### config.mk
export PLATFORM = sky130hd
export DESIGN_NAME = chan_scan_seq
export DESIGN_NICKNAME = d
export VERILOG_FILES = /design/src/rtl/chan_scan_seq.sv
export SDC_FILE = /design/constraint.sdc
export NUM_CORES = 1
export LEC_CHECK = 0
export ABC_AREA = 0
export BUFFER_PORTS_ARGS = -buffer_cell sky130_fd_sc_hd__buf_2
export CAP_MARGIN = 40
export CORE_MARGIN = 3
export CORE_UTILIZATION = 45
export DETAILED_ROUTE_END_ITERATION = 16
export PLACE_DENSITY = 0.68
export SLEW_MARGIN = 20
export SYNTH_ARGS = -nofsm -noshare
export SYNTH_HDL_FRONTEND = slang
export SYNTH_SLANG_ARGS = --single-unit
### constraint.sdc
create_clock -name clk -period 5.68 [get_ports clk]
set_clock_uncertainty 0.1 [all_clocks]
set_input_delay 0.284 -clock clk [delete_from_list [all_inputs] [get_ports clk]]
set_output_delay 0.284 -clock clk [all_outputs]
set_load 0.01 [all_outputs]
### src/rtl/chan_scan_seq.sv
// Channel scan sequencer: steps a registered 3-bit index through the enabled bits of en_mask,
// holding each channel dwell+1 cycles. Optional sweep counter under CHSEQ_SWEEP_CNT_EN.
module chan_scan_seq #(
  parameter int DWELL_W = 8
) (
  input  logic               clk,
  input  logic               rst_n,
  input  logic               start,
  input  logic               stop,
  input  logic               cont,
  input  logic [7:0]         en_mask,
  input  logic [DWELL_W-1:0] dwell,
  output logic [2:0]         sel,
  output logic               sel_vld,
  output logic               busy,
  output logic               sweep_done
`ifdef CHSEQ_SWEEP_CNT_EN
  ,
  output logic [7:0]         sweep_cnt
`endif
);

  typedef enum logic [1:0] {
    IDLE  = 2'd0,
    SEEK  = 2'd1,
    DWELL = 2'd2
  } state_t;

  state_t             state_q, state_d;
  logic [2:0]         ptr_q, ptr_d;
  logic [DWELL_W-1:0] cnt_q, cnt_d;
  logic [2:0]         sel_q, sel_d;
  logic [2:0]         hi_q, hi_d;
  logic               sel_vld_q, sel_vld_d;
  logic               busy_q, busy_d;
  logic               sweep_done_q, sweep_done_d;
  logic               hit_s;
  logic [2:0]         found_s;
  logic [2:0]         hi_idx_s;
  logic [2:0]         idx_s;
  logic               start_acc_s;

  // Circular search from ptr plus highest-set-bit of the live mask
  always_comb begin
    hit_s    = 1'b0;
    found_s  = 3'd0;
    hi_idx_s = 3'd0;
    idx_s    = 3'd0;
    for (int i = 0; i < 8; i++) begin
      idx_s = ptr_q + i[2:0];
      if (!hit_s && en_mask[idx_s]) begin
        hit_s   = 1'b1;
        found_s = idx_s;
      end
      if (en_mask[i]) begin
        hi_idx_s = i[2:0];
      end
    end
  end

  assign start_acc_s = (state_q == IDLE) && start && !stop && (en_mask != 8'h00);

  // Next-state and next-output logic; outputs are predicted so they can be registered
  always_comb begin
    state_d = state_q;
    ptr_d   = ptr_q;
    cnt_d   = cnt_q;
    sel_d   = sel_q;
    hi_d    = hi_q;
    case (state_q)
      IDLE: begin
        if (start_acc_s) begin
          state_d = SEEK;
        end else begin
          state_d = IDLE;
        end
      end
      SEEK: begin
        if (hit_s) begin
          sel_d   = found_s;
          cnt_d   = dwell;
          hi_d    = hi_idx_s;
          state_d = DWELL;
        end else begin
          state_d = IDLE;
        end
      end
      DWELL: begin
        if (cnt_q != {DWELL_W{1'b0}}) begin
          cnt_d = cnt_q - {{(DWELL_W-1){1'b0}}, 1'b1};
        end else begin
          ptr_d = sel_q + 3'd1;
          if (sel_q == hi_q) begin
            state_d = cont ? SEEK : IDLE;
          end else begin
            state_d = SEEK;
          end
        end
      end
      default: begin
        state_d = IDLE;
      end
    endcase
    if (stop) begin
      state_d = IDLE;
      ptr_d   = 3'd0;
    end else begin
      ptr_d = ptr_d;
    end
    // The last cycle of the highest channel is the one where the counter will sit at zero
    sel_vld_d    = (state_d == DWELL);
    busy_d       = (state_d != IDLE);
    sweep_done_d = (state_d == DWELL) && (cnt_d == {DWELL_W{1'b0}}) && (sel_d == hi_d);
  end

`ifdef CHSEQ_SWEEP_CNT_EN
  logic [7:0] sweep_cnt_q, sweep_cnt_d;

  // Saturating sweep counter, cleared on an accepted start
  always_comb begin
    if (start_acc_s) begin
      sweep_cnt_d = 8'd0;
    end else if (sweep_done_d && (sweep_cnt_q != 8'hFF)) begin
      sweep_cnt_d = sweep_cnt_q + 8'd1;
    end else begin
      sweep_cnt_d = sweep_cnt_q;
    end
  end

  // Sweep counter register
  always_ff @(posedge clk or negedge rst_n) begin
    if (!rst_n) begin
      sweep_cnt_q <= 8'd0;
    end else begin
      sweep_cnt_q <= sweep_cnt_d;
    end
  end

  assign sweep_cnt = sweep_cnt_q;
`endif

  // FSM state and registered outputs
  always_ff @(posedge clk or negedge rst_n) begin
    if (!rst_n) begin
      state_q      <= IDLE;
      ptr_q        <= 3'd0;
      cnt_q        <= {DWELL_W{1'b0}};
      sel_q        <= 3'd0;
      hi_q         <= 3'd0;
      sel_vld_q    <= 1'b0;
      busy_q       <= 1'b0;
      sweep_done_q <= 1'b0;
    end else begin
      state_q      <= state_d;
      ptr_q        <= ptr_d;
      cnt_q        <= cnt_d;
      sel_q        <= sel_d;
      hi_q         <= hi_d;
      sel_vld_q    <= sel_vld_d;
      busy_q       <= busy_d;
      sweep_done_q <= sweep_done_d;
    end
  end

  assign sel        = sel_q;
  assign sel_vld    = sel_vld_q;
  assign busy       = busy_q;
  assign sweep_done = sweep_done_q;

endmodule
# == Word-level counts from Yosys, hierarchy flattened ==
# Index checks and enable logic that the tools add are counted.
# totals
ff_bits,22
inputBits,21
output_inout_bits,6
# op_classes
addsub,9
order_cmp,8
eq_ne,6
muxes,56
reduce_logical,27
# op_table
operator,n
two-way mux 3 bit,21
less-than comparator 3 x 4 -> 1 bit (second input constant),8
binary-select mux 1 bit (select 3 bit),8
two-way mux 1 bit,20
two-way mux 8 bit,2
one-hot mux 8 bit (2 select lines),1
nonzero test 8 bit,2
adder 3 bit (second input constant),4
logical AND 1 bit,12
zero test 1 bit,8
zero test 8 bit,1
subtractor 8 x 1 -> 8 bit (second input constant),1
adder 3 x 1 -> 3 bit (second input constant),2
adder 3 x 2 -> 3 bit (second input constant),2
== test 3 bit,2
two-way mux 2 bit,3
one-hot mux 2 bit (3 select lines),1
== test 2 bit (second input constant),2
nonzero test 2 bit,2
== test 2 x 1 -> 1 bit (second input constant),1
zero test 2 bit,1
!= test 2 bit (second input constant),1
AND reduction 2 bit,1

# == Depth between registers and ports, before layout ==
# Gate-level depths: netlist of run 1.
# depth
depth_word,30
mapped_depth,15
mapped_depth_nobuf,10

# == Worst setup path before layout of run 1 ==
# OpenSTA, ideal clock, no wires.
# synth_timing
path_kind,reg-to-reg
startpoint,register ptr_q[1]
endpoint,"register sweep_done_q, in the netlist sweep_done"
setup_ps,111
t_arrival_ps,4193
setup_slack_ps,1275
stages_incl_launch_ff,16
path_buffers,5
period_less_slack_ps,4405
cell_sequence,dfrtp_1 clkbuf_1 clkbuf_1 inv_1 ha_1 buf_6 mux2_4 mux4_2 or3_1 buf_6 a211o_1 buf_6 mux2_4 a211oi_2 nand4b_1 a2111oi_2
# synth_between
elab_chain_len,30
elab_cells_between_ends,67
cone_classes,7 x add/sub; 2 x eq/ne; 41 x mux; 17 x reduce/logical
# synth_rtl
element,line,rtl
"start, declared",30,"logic [2:0] ptr_q, ptr_d;"
"start signal, assigned",155,ptr_q <= ptr_d;
"parallel branches: the longest is 29 deep, another holds adder 3 x 1 -> 3 bit",n/a,
logical AND 1 bit *,113,sweep_done_d = (state_d == DWELL) && (cnt_d == {DWELL_W{1'b0}}) && (sel_d == hi_d);
net sweep_done_d,36,"logic sweep_done_q, sweep_done_d;"
"end signal, assigned",161,sweep_done_q <= sweep_done_d;
"end, declared",36,
# Mark *: on every way through the listed nets, which the timed path passes. The select of a mux whose other input is x is not followed.
# A chain may end at the register's enable or synchronous reset.

# == Worst setup path after layout of run 1 ==
# layout_timing
startpoint,register ptr_q[0]
endpoint,"register sweep_done_q, in the netlist sweep_done"
# The elaborated chain is that of the path after synthesis.

==> metrics.md, run 1 <==
| Metric | Value |
|---|---|
| Worst r2r path cells | `11` |
| Worst Setup Slack post-DPL | `1.23 ns` |
| Top area cells in the synthesized netlist | `dfrtp_1, mux4_2, mux4_1, nand2_1, ha_1` |
| Share of layout cells above drive strength 1 | `0.237` |
| CP Class | `flip-flop to flip-flop` |
| Period utilisation layout | `0.790` |
| Initial antenna violation count | `0` |
| Number of global-route vias before repair | `2,085` |
| Worst-margin pin slew | `0.748 ns` |
| Largest area contributor in the netlist | `dfrtp_1` |
| Cells after synthesis | `264` |
| Number of setup buffers added after CTS | `0` |
| 1st-iter DRT viols | `124` |
| Slew Viols, Final | `0` |
| Pleak | `1.10 nW` |
| Sequential power share | `0.350` |
| Status | `finished clean` |
| Yosys top cell area share | `0.226` |
| Final WS setup | `1.19 ns` |
| Wire per inst | `17.1 um` |
| Clock sinks | `22` |
| Die Area | `6320 um2` |
| Worst hold stages | `2` |
| Max Cap Viol | `0` |
| Vert. Die Dim | `79.5 um` |
| Clk buf depth | `2` |
| Hold EP | `ptr_q[1]$_DFFE_PN0P_` |
| Die width | `79.5 um` |
| Post-CTS Hold Fix Bufs | `1` |
| Max_slew headroom | `0.501` |
| Commonest cells in the netlist | `nand2_1, dfrtp_1, nor2_1` |
| Area of the multi-input gates | `1740 um2` |
| Hpwl dp | `4.56 mm` |
| Post-synth EDFFs | `0` |
| Vias/cell | `6.18` |
| Final ANT Viol Nets | `0` |
| Vias | `2,180` |
| Fill cells | `479` |
| CTS H-tree depth | `1` |
| Final #Nets | `313` |
| First-pass GRT wire length | `10.3 mm` |
| Internal power | `361 uW` |
| CP Data Required Time | `5.74 ns` |
| Yosys cell types | `65` |
| FMAX | `223 MHz` |
| Logic gate share of total power | `0.460` |
| Synthesized netlist net count | `293` |
| Power Density | `222 nW/um2` |
| Net switching power | `227 uW` |
| Tot Pwr | `589 uW` |
| RD Place Congestion | `0.860` |
| Worst Hold Launch | `stop` |
| Post-layout min period | `4.49 ns` |
| Clk network pwr share | `0.190` |
| Fin Setup TNS | `0 ns` |
| Register area | `551 um2` |
| Reg-to-Reg Start | `ptr_q[0]$_DFFE_PN0P_` |
| YS warnings | `0` |
| I/O Buffers | `26` |
| Detailed-route DRC error count | `0` |
| Most common cell in the netlist | `nand2_1` |
| Crit path launch type | `flip-flop` |
| CTS tree | `yes` |
| R2r endpoint | `sweep_done$_DFF_PN0_` |
| Placed Cells | `348` |
| Fin util | `0.514` |
| Crit end category | `flip-flop` |
| GRT overflow | `0` |
| Final setup violating endpoints | `0` |
| Total GRT Usage | `0.205` |
| Non-filler instance count after layout | `353` |
| Reg clk slew, reported paths | `0.08 ns` |
| Later-pin clock latency in the skew report | `0.26 ns` |
| Post-CTS sizing | `0` |
| Initial cell density of the core | `0.470` |
| Hold WS | `0.172 ns` |
| DP Area | `2590 um2` |
| Num CTS Buffers | `3` |
| Crit Path Max Fanout | `16` |
| Row count | `26` |
| Synthesis-to-layout area growth | `9.21%` |
| Post-Route WL | `6.02 mm` |
| #FFs+latches synth | `22` |
| Unrepaired setup endpoints after global routing | `no` |
| N_diodes | `0` |
| Final hold vios | `0` |
| Critical Path AT | `4.54 ns` |
| Area of the mapped netlist | `2430 um2` |
| Clk root buf | `clkbuf_8` |
| Core area | `5170 um2` |
| Largest net degree at the start of global routing | `23` |
| Sequential share of the synthesized area | `0.226` |
| Async SR Flop Fraction | `1.00` |
| Main synth FF type | `dfrtp_1` |
| Design area | `2660 um2` |
| Sw frac | `0.386` |
| Avg Cell Area, Syn | `9.21 um2` |
| Pre-antenna DRT Iters | `4` |
| Reg-to-reg slack, setup | `1.19 ns` |
| Peak VDD IR | `0.153 mV` |
| Hold Crit Class | `input pin to flip-flop` |
| I/O pin count | `27` |
[critical path: stages (launching register included)]
cell	delay, ns
dfrtp_1	0.32
buf_4	0.22
inv_2	0.11
ha_1	0.58
mux2_2	0.41
mux4_2	0.46
or3_1	0.49
a211o_1	0.50
a311oi_1	0.45
o211a_1	0.22
nand4b_1	0.15
a2111oi_2	0.37
[placed cells by master (no fill, tap or decap), drive strengths merged, types with 3 or more instances in the layout]
cell / n
o31ai: 3
o211ai: 3
o21ai: 11
nor2: 19
and2: 4
xnor2: 5
buf: 29
dfrtp: 22
a2111oi: 4
nor2b: 3
mux2i: 10
clkbuf: 4
nor3: 3
nand2: 28
ha: 8
mux2: 8
a41oi: 3
nand2b: 7
a32o: 4
nand3: 5
or3: 3
a21oi: 12
a21o: 4
xor2: 4
or2: 5
mux4: 14
inv: 15
[power groups by stage]
stage	Sequential (mW)	Clock (mW)	Combinational, mW
floorplan	0.205	0	0.197
global placement	0.209	0	0.266
detailed placement	0.210	0	0.266
CTS	0.207	0.115	0.268
global route	0.211	0.121	0.298
finish	0.206	0.112	0.271
[kinds of logic (layout without fill, tap and decap cells)]
family	count (synthesis)	after routing	synth area share
buf+inv	30	49	0.0566
compound gates	72	72	0.231
mux	32	32	0.219
fa+ha+maj	8	8	0.0412
simple gates	91	91	0.193
flops	22	22	0.226
xor+xnor	9	9	0.0324
[flip-flops by register name, summed over array words and instances, names as in the netlist]
register and cells:
busy 1, cnt_q 8, hi_q 3, ptr_q 3
sel 3, sel_vld 1, state_q 2, sweep_done 1
[cell type report]
class,count,share of cell area
multi-input combinational,212,0.657
sequential,22,0.207
timing repair buffer,30,0.0612
tap,70,0.0330
inverter,15,0.0212
clock buffer,4,0.0207
[metal layers]
| metal | share of wire | GRT usage | routed length [um] | vias to the layer above |
|---|---|---|---|---|
| met5 | 0 | 0 | 0 | - |
| li1 | - | - | - | 1054 |
| met4 | 0.0090 | 0.0344 | 54 | 0 |
| met3 | 0.049 | 0.0293 | 295 | 6 |
| met2 | 0.47 | 0.318 | 2840 | 64 |
| met1 | 0.47 | 0.306 | 2830 | 1056 |
[how the worst max path moves through the flow]
stage	to	startpoint	depth (start not counted)	slack, ns
3_5_place_dp	sweep_done$_DFF_PN0_	ptr_q[0]$_DFFE_PN0P_	11	1.23
4_1_cts	sweep_done$_DFF_PN0_	ptr_q[0]$_DFFE_PN0P_	11	1.21
2_1_floorplan	sweep_done$_DFF_PN0_	ptr_q[1]$_DFFE_PN0P_	15	1.28
5_1_grt	sweep_done$_DFF_PN0_	ptr_q[0]$_DFFE_PN0P_	11	0.90
3_3_place_gp	sweep_done$_DFF_PN0_	ptr_q[0]$_DFFE_PN0P_	11	1.27
6_report	sweep_done$_DFF_PN0_	ptr_q[0]$_DFFE_PN0P_	11	1.19
(Power assumes the default switching activity.)
==> inputs of run 2 (changes only) <==
--- a/config.mk
+++ b/config.mk
@@ -5,13 +5,13 @@
 export SDC_FILE = /design/constraint.sdc
 export NUM_CORES = 1
 export LEC_CHECK = 0
-export ABC_AREA = 0
+export ABC_AREA = 1
 export BUFFER_PORTS_ARGS = -buffer_cell sky130_fd_sc_hd__buf_2
 export CAP_MARGIN = 40
 export CORE_MARGIN = 3
 export CORE_UTILIZATION = 45
 export DETAILED_ROUTE_END_ITERATION = 16
-export PLACE_DENSITY = 0.68
+export PLACE_DENSITY = 0.71
 export SLEW_MARGIN = 20
 export SYNTH_ARGS = -nofsm -noshare
 export SYNTH_HDL_FRONTEND = slang
==> constraint.sdc (replaced) <==
create_clock -name clk -period 3.9 [get_ports clk]
set_clock_uncertainty 0.1 [all_clocks]
set_input_delay 0.195 -clock clk [delete_from_list [all_inputs] [get_ports clk]]
set_output_delay 0.195 -clock clk [all_outputs]
set_load 0.01 [all_outputs]
==> run 2 against run 1 <==
Final cell count grew 12%. Fmax grew 46%. Global-route usage shrank 1.0 points. Hold slack gained 0.016 ns. Clock power grew 91%. Sequential share of layout area grew 2.5 points.
==> metrics.md, run 2 <==
| Metric | Value |
|---|---|
| Async SR Flop Fraction | `1.00` |
| Unrepaired setup endpoints after global routing | `no` |
| Synthesis-to-layout area growth | `10.9%` |
| Post-synth EDFFs | `0` |
| Num CTS Buffers | `3` |
| Status | `finished clean` |
| Area of the mapped netlist | `2140 um2` |
| Pleak | `1.27 nW` |
| Clk buf depth | `2` |
| Final WS setup | `0.832 ns` |
| FMAX | `326 MHz` |
| Die width | `75.0 um` |
| #FFs+latches synth | `22` |
| Worst-margin pin slew | `0.527 ns` |
| Complex-gate fraction of the synthesized area | `0.135` |
| Final hold vios | `0` |
| Power Density | `304 nW/um2` |
| Non-filler instance count after layout | `394` |
| Most frequent cells in the layout | `nand2_1, inv_1, nand3_1` |
| Clk root buf | `clkbuf_8` |
| Clock sinks | `22` |
| Setup crit end | `sweep_done$_DFF_PN0_` |
| Slew Viols, Final | `0` |
| Period utilisation layout | `0.787` |
| Largest family of logic cells by synthesized area | `simple AND/OR/NAND/NOR gates` |
| Simple-Gate Fraction of Synth Area | `0.400` |
| Setup crit start | `ptr_q[0]$_DFFE_PN0P_` |
| Post-layout min period | `3.07 ns` |
| Peak VDD IR | `0.219 mV` |
| Final ANT Viol Nets | `0` |
| Top area cells in the synthesized netlist | `dfrtp_1, nand2_1, inv_1, nand3_1, nor2_1` |
| Share of layout cells above drive strength 1 | `0.184` |
| Vias | `2,111` |
| 1st-iter DRT viols | `196` |
| YS warnings | `0` |
| Sequential share of the synthesized area | `0.257` |
| Initial antenna violation count | `0` |
| Post-synthesis xor/xnor area fraction | `0.0491` |
| Pre-antenna DRT Iters | `5` |
| Later-pin clock latency in the skew report | `0.27 ns` |
| Biggest register | `cnt_q` |
| GRT overflow | `0` |
| Crit end category | `flip-flop` |
| Die Area | `5620 um2` |
| CTS H-tree depth | `1` |
| Placed Cells | `388` |
| Vias/cell | `5.36` |
| Initial cell density of the core | `0.479` |
| Crit Path Max Fanout | `11` |
| CP Data Required Time | `3.96 ns` |
| CP Class | `flip-flop to flip-flop` |
| Number of setup buffers added after CTS | `0` |
| Worst Setup Slack post-DPL | `0.867 ns` |
| Post-synthesis mux area share | `0` |
| Main synth FF type | `dfrtp_1` |
| I/O pin count | `27` |
| Post-Route WL | `5.07 mm` |
| Wire per inst | `12.9 um` |
| DP Area | `2280 um2` |
| I/O Buffers | `26` |
| Post-synthesis adder-cell area fraction | `0.0467` |
| Crit path launch type | `flip-flop` |
| Core area | `4470 um2` |
| RD Place Congestion | `0.891` |
| Commonest non-fill, non-tap cell in the layout | `nand2_1` |
| Final #Nets | `372` |
| Fin Setup TNS | `0 ns` |
| Synthesized netlist net count | `345` |
| Reg clk slew, reported paths | `0.08 ns` |
| Cells after synthesis | `316` |
| Commonest cells in the netlist | `nand2_1, inv_1, nand3_1` |
| Vert. Die Dim | `75.0 um` |
| Post-CTS sizing | `0` |
| Max_slew headroom | `0.644` |
| Yosys cell types | `35` |
| R2r endpoint | `sweep_done$_DFF_PN0_` |
| Yosys top cell area share | `0.257` |
| Total GRT Usage | `0.195` |
| Hpwl dp | `4.15 mm` |
| Largest net degree at the start of global routing | `23` |
| Max Cap Viol | `0` |
| Avg Cell Area, Syn | `6.78 um2` |
| Largest area contributor in the netlist | `dfrtp_1` |
| Worst r2r path cells | `20` |
| First-pass GRT wire length | `8.54 mm` |
| Reg-to-Reg Start | `ptr_q[0]$_DFFE_PN0P_` |
| Detailed-route DRC error count | `0` |
| Final setup violating endpoints | `0` |
| Row count | `24` |
| Number of global-route vias before repair | `1,799` |
| Largest register FFs | `8` |
| Reg-to-reg slack, setup | `0.83 ns` |
| Design area | `2370 um2` |
| Hold Crit Class | `input pin to flip-flop` |
| N_diodes | `0` |
| CTS tree | `yes` |
| Critical Path AT | `3.13 ns` |
| Most common cell in the netlist | `nand2_1` |
[run 2: metrics by stage]
stage	util	power, mW	hold WS (ns)
3_3_place_gp	0.510	0.502	0.0946
5_1_grt	0.531	0.771	0.213
3_5_place_dp	0.510	0.508	0.106
4_1_cts	0.531	0.729	0.179
6_report	0.531	0.722	0.187
2_1_floorplan	-	0.444	-0.201
[run 2: worst max-delay path, cell delays in order, from the launching register on]
cell,delay (ns)
dfrtp_1,0.61
inv_4,0.17
ha_1,0.43
inv_1,0.21
nand3_1,0.15
nand2_1,0.09
nand2_1,0.06
nand2_1,0.17
nand4_4,0.16
nor2_4,0.15
nand3_1,0.13
nand2_1,0.09
inv_1,0.05
nand2_2,0.05
nand2_2,0.05
nand2_1,0.06
nand2_1,0.05
nand2_1,0.06
inv_1,0.04
nand2_1,0.04
nor2_1,0.04
[run 2: what timing repair did]
item | CTS | global route
endpoints found under the hold margin | 23 | 0
hold buffers | 2 | 0
endpoints found under the setup margin | 0 | 0
[run 2: power by group]
group          switching [mW]  internal (mW)  total [mW]
Combinational           0.136         0.0829       0.218
Sequential             0.0295          0.259       0.289
Clock                  0.0770          0.137       0.214
Total                   0.242          0.479       0.722
[run 2: worst min path at each step]
stage | slack [ns] | startpoint | cells after the start | end
final | 0.19 | dwell[6] | 3 | cnt_q[6]$_DFF_PN0_
after global routing | 0.21 | start | 4 | sel_vld$_DFF_PN0_
after CTS | 0.18 | start | 4 | sel_vld$_DFF_PN0_
after detailed placement | 0.11 | rst_n | 1 | sweep_done$_DFF_PN0_
after global placement | 0.09 | rst_n | 1 | cnt_q[3]$_DFF_PN0_
after floorplan | -0.20 | rst_n | 0 | busy$_DFF_PN0_
[run 2: metal layers]
layer	vias up	routed length, um	global-route usage
met5	-	0	0
met4	0	21	0.0237
met3	2	269	0.0320
met2	54	2170	0.279
met1	967	2610	0.312
li1	1088	-	-
[run 2: area by class of cell]
type | instances | area [um2]
fillers | 467 | 2100
multi-input cells | 239 | 1350
flip-flops and latches | 22 | 551
inverters | 49 | 186
repair buffers | 28 | 150
well taps | 52 | 65.1
clock buffers | 3 | 41.3
clock inverters | 1 | 30.0
[run 2: cell families (layout without fill, tap and decap cells)]
family	count (synthesis)	count (layout)
compound gates	51	51
xor+xnor	12	12
fa+ha+maj	8	8
buf+inv	55	81
flops	22	22
simple gates	168	168
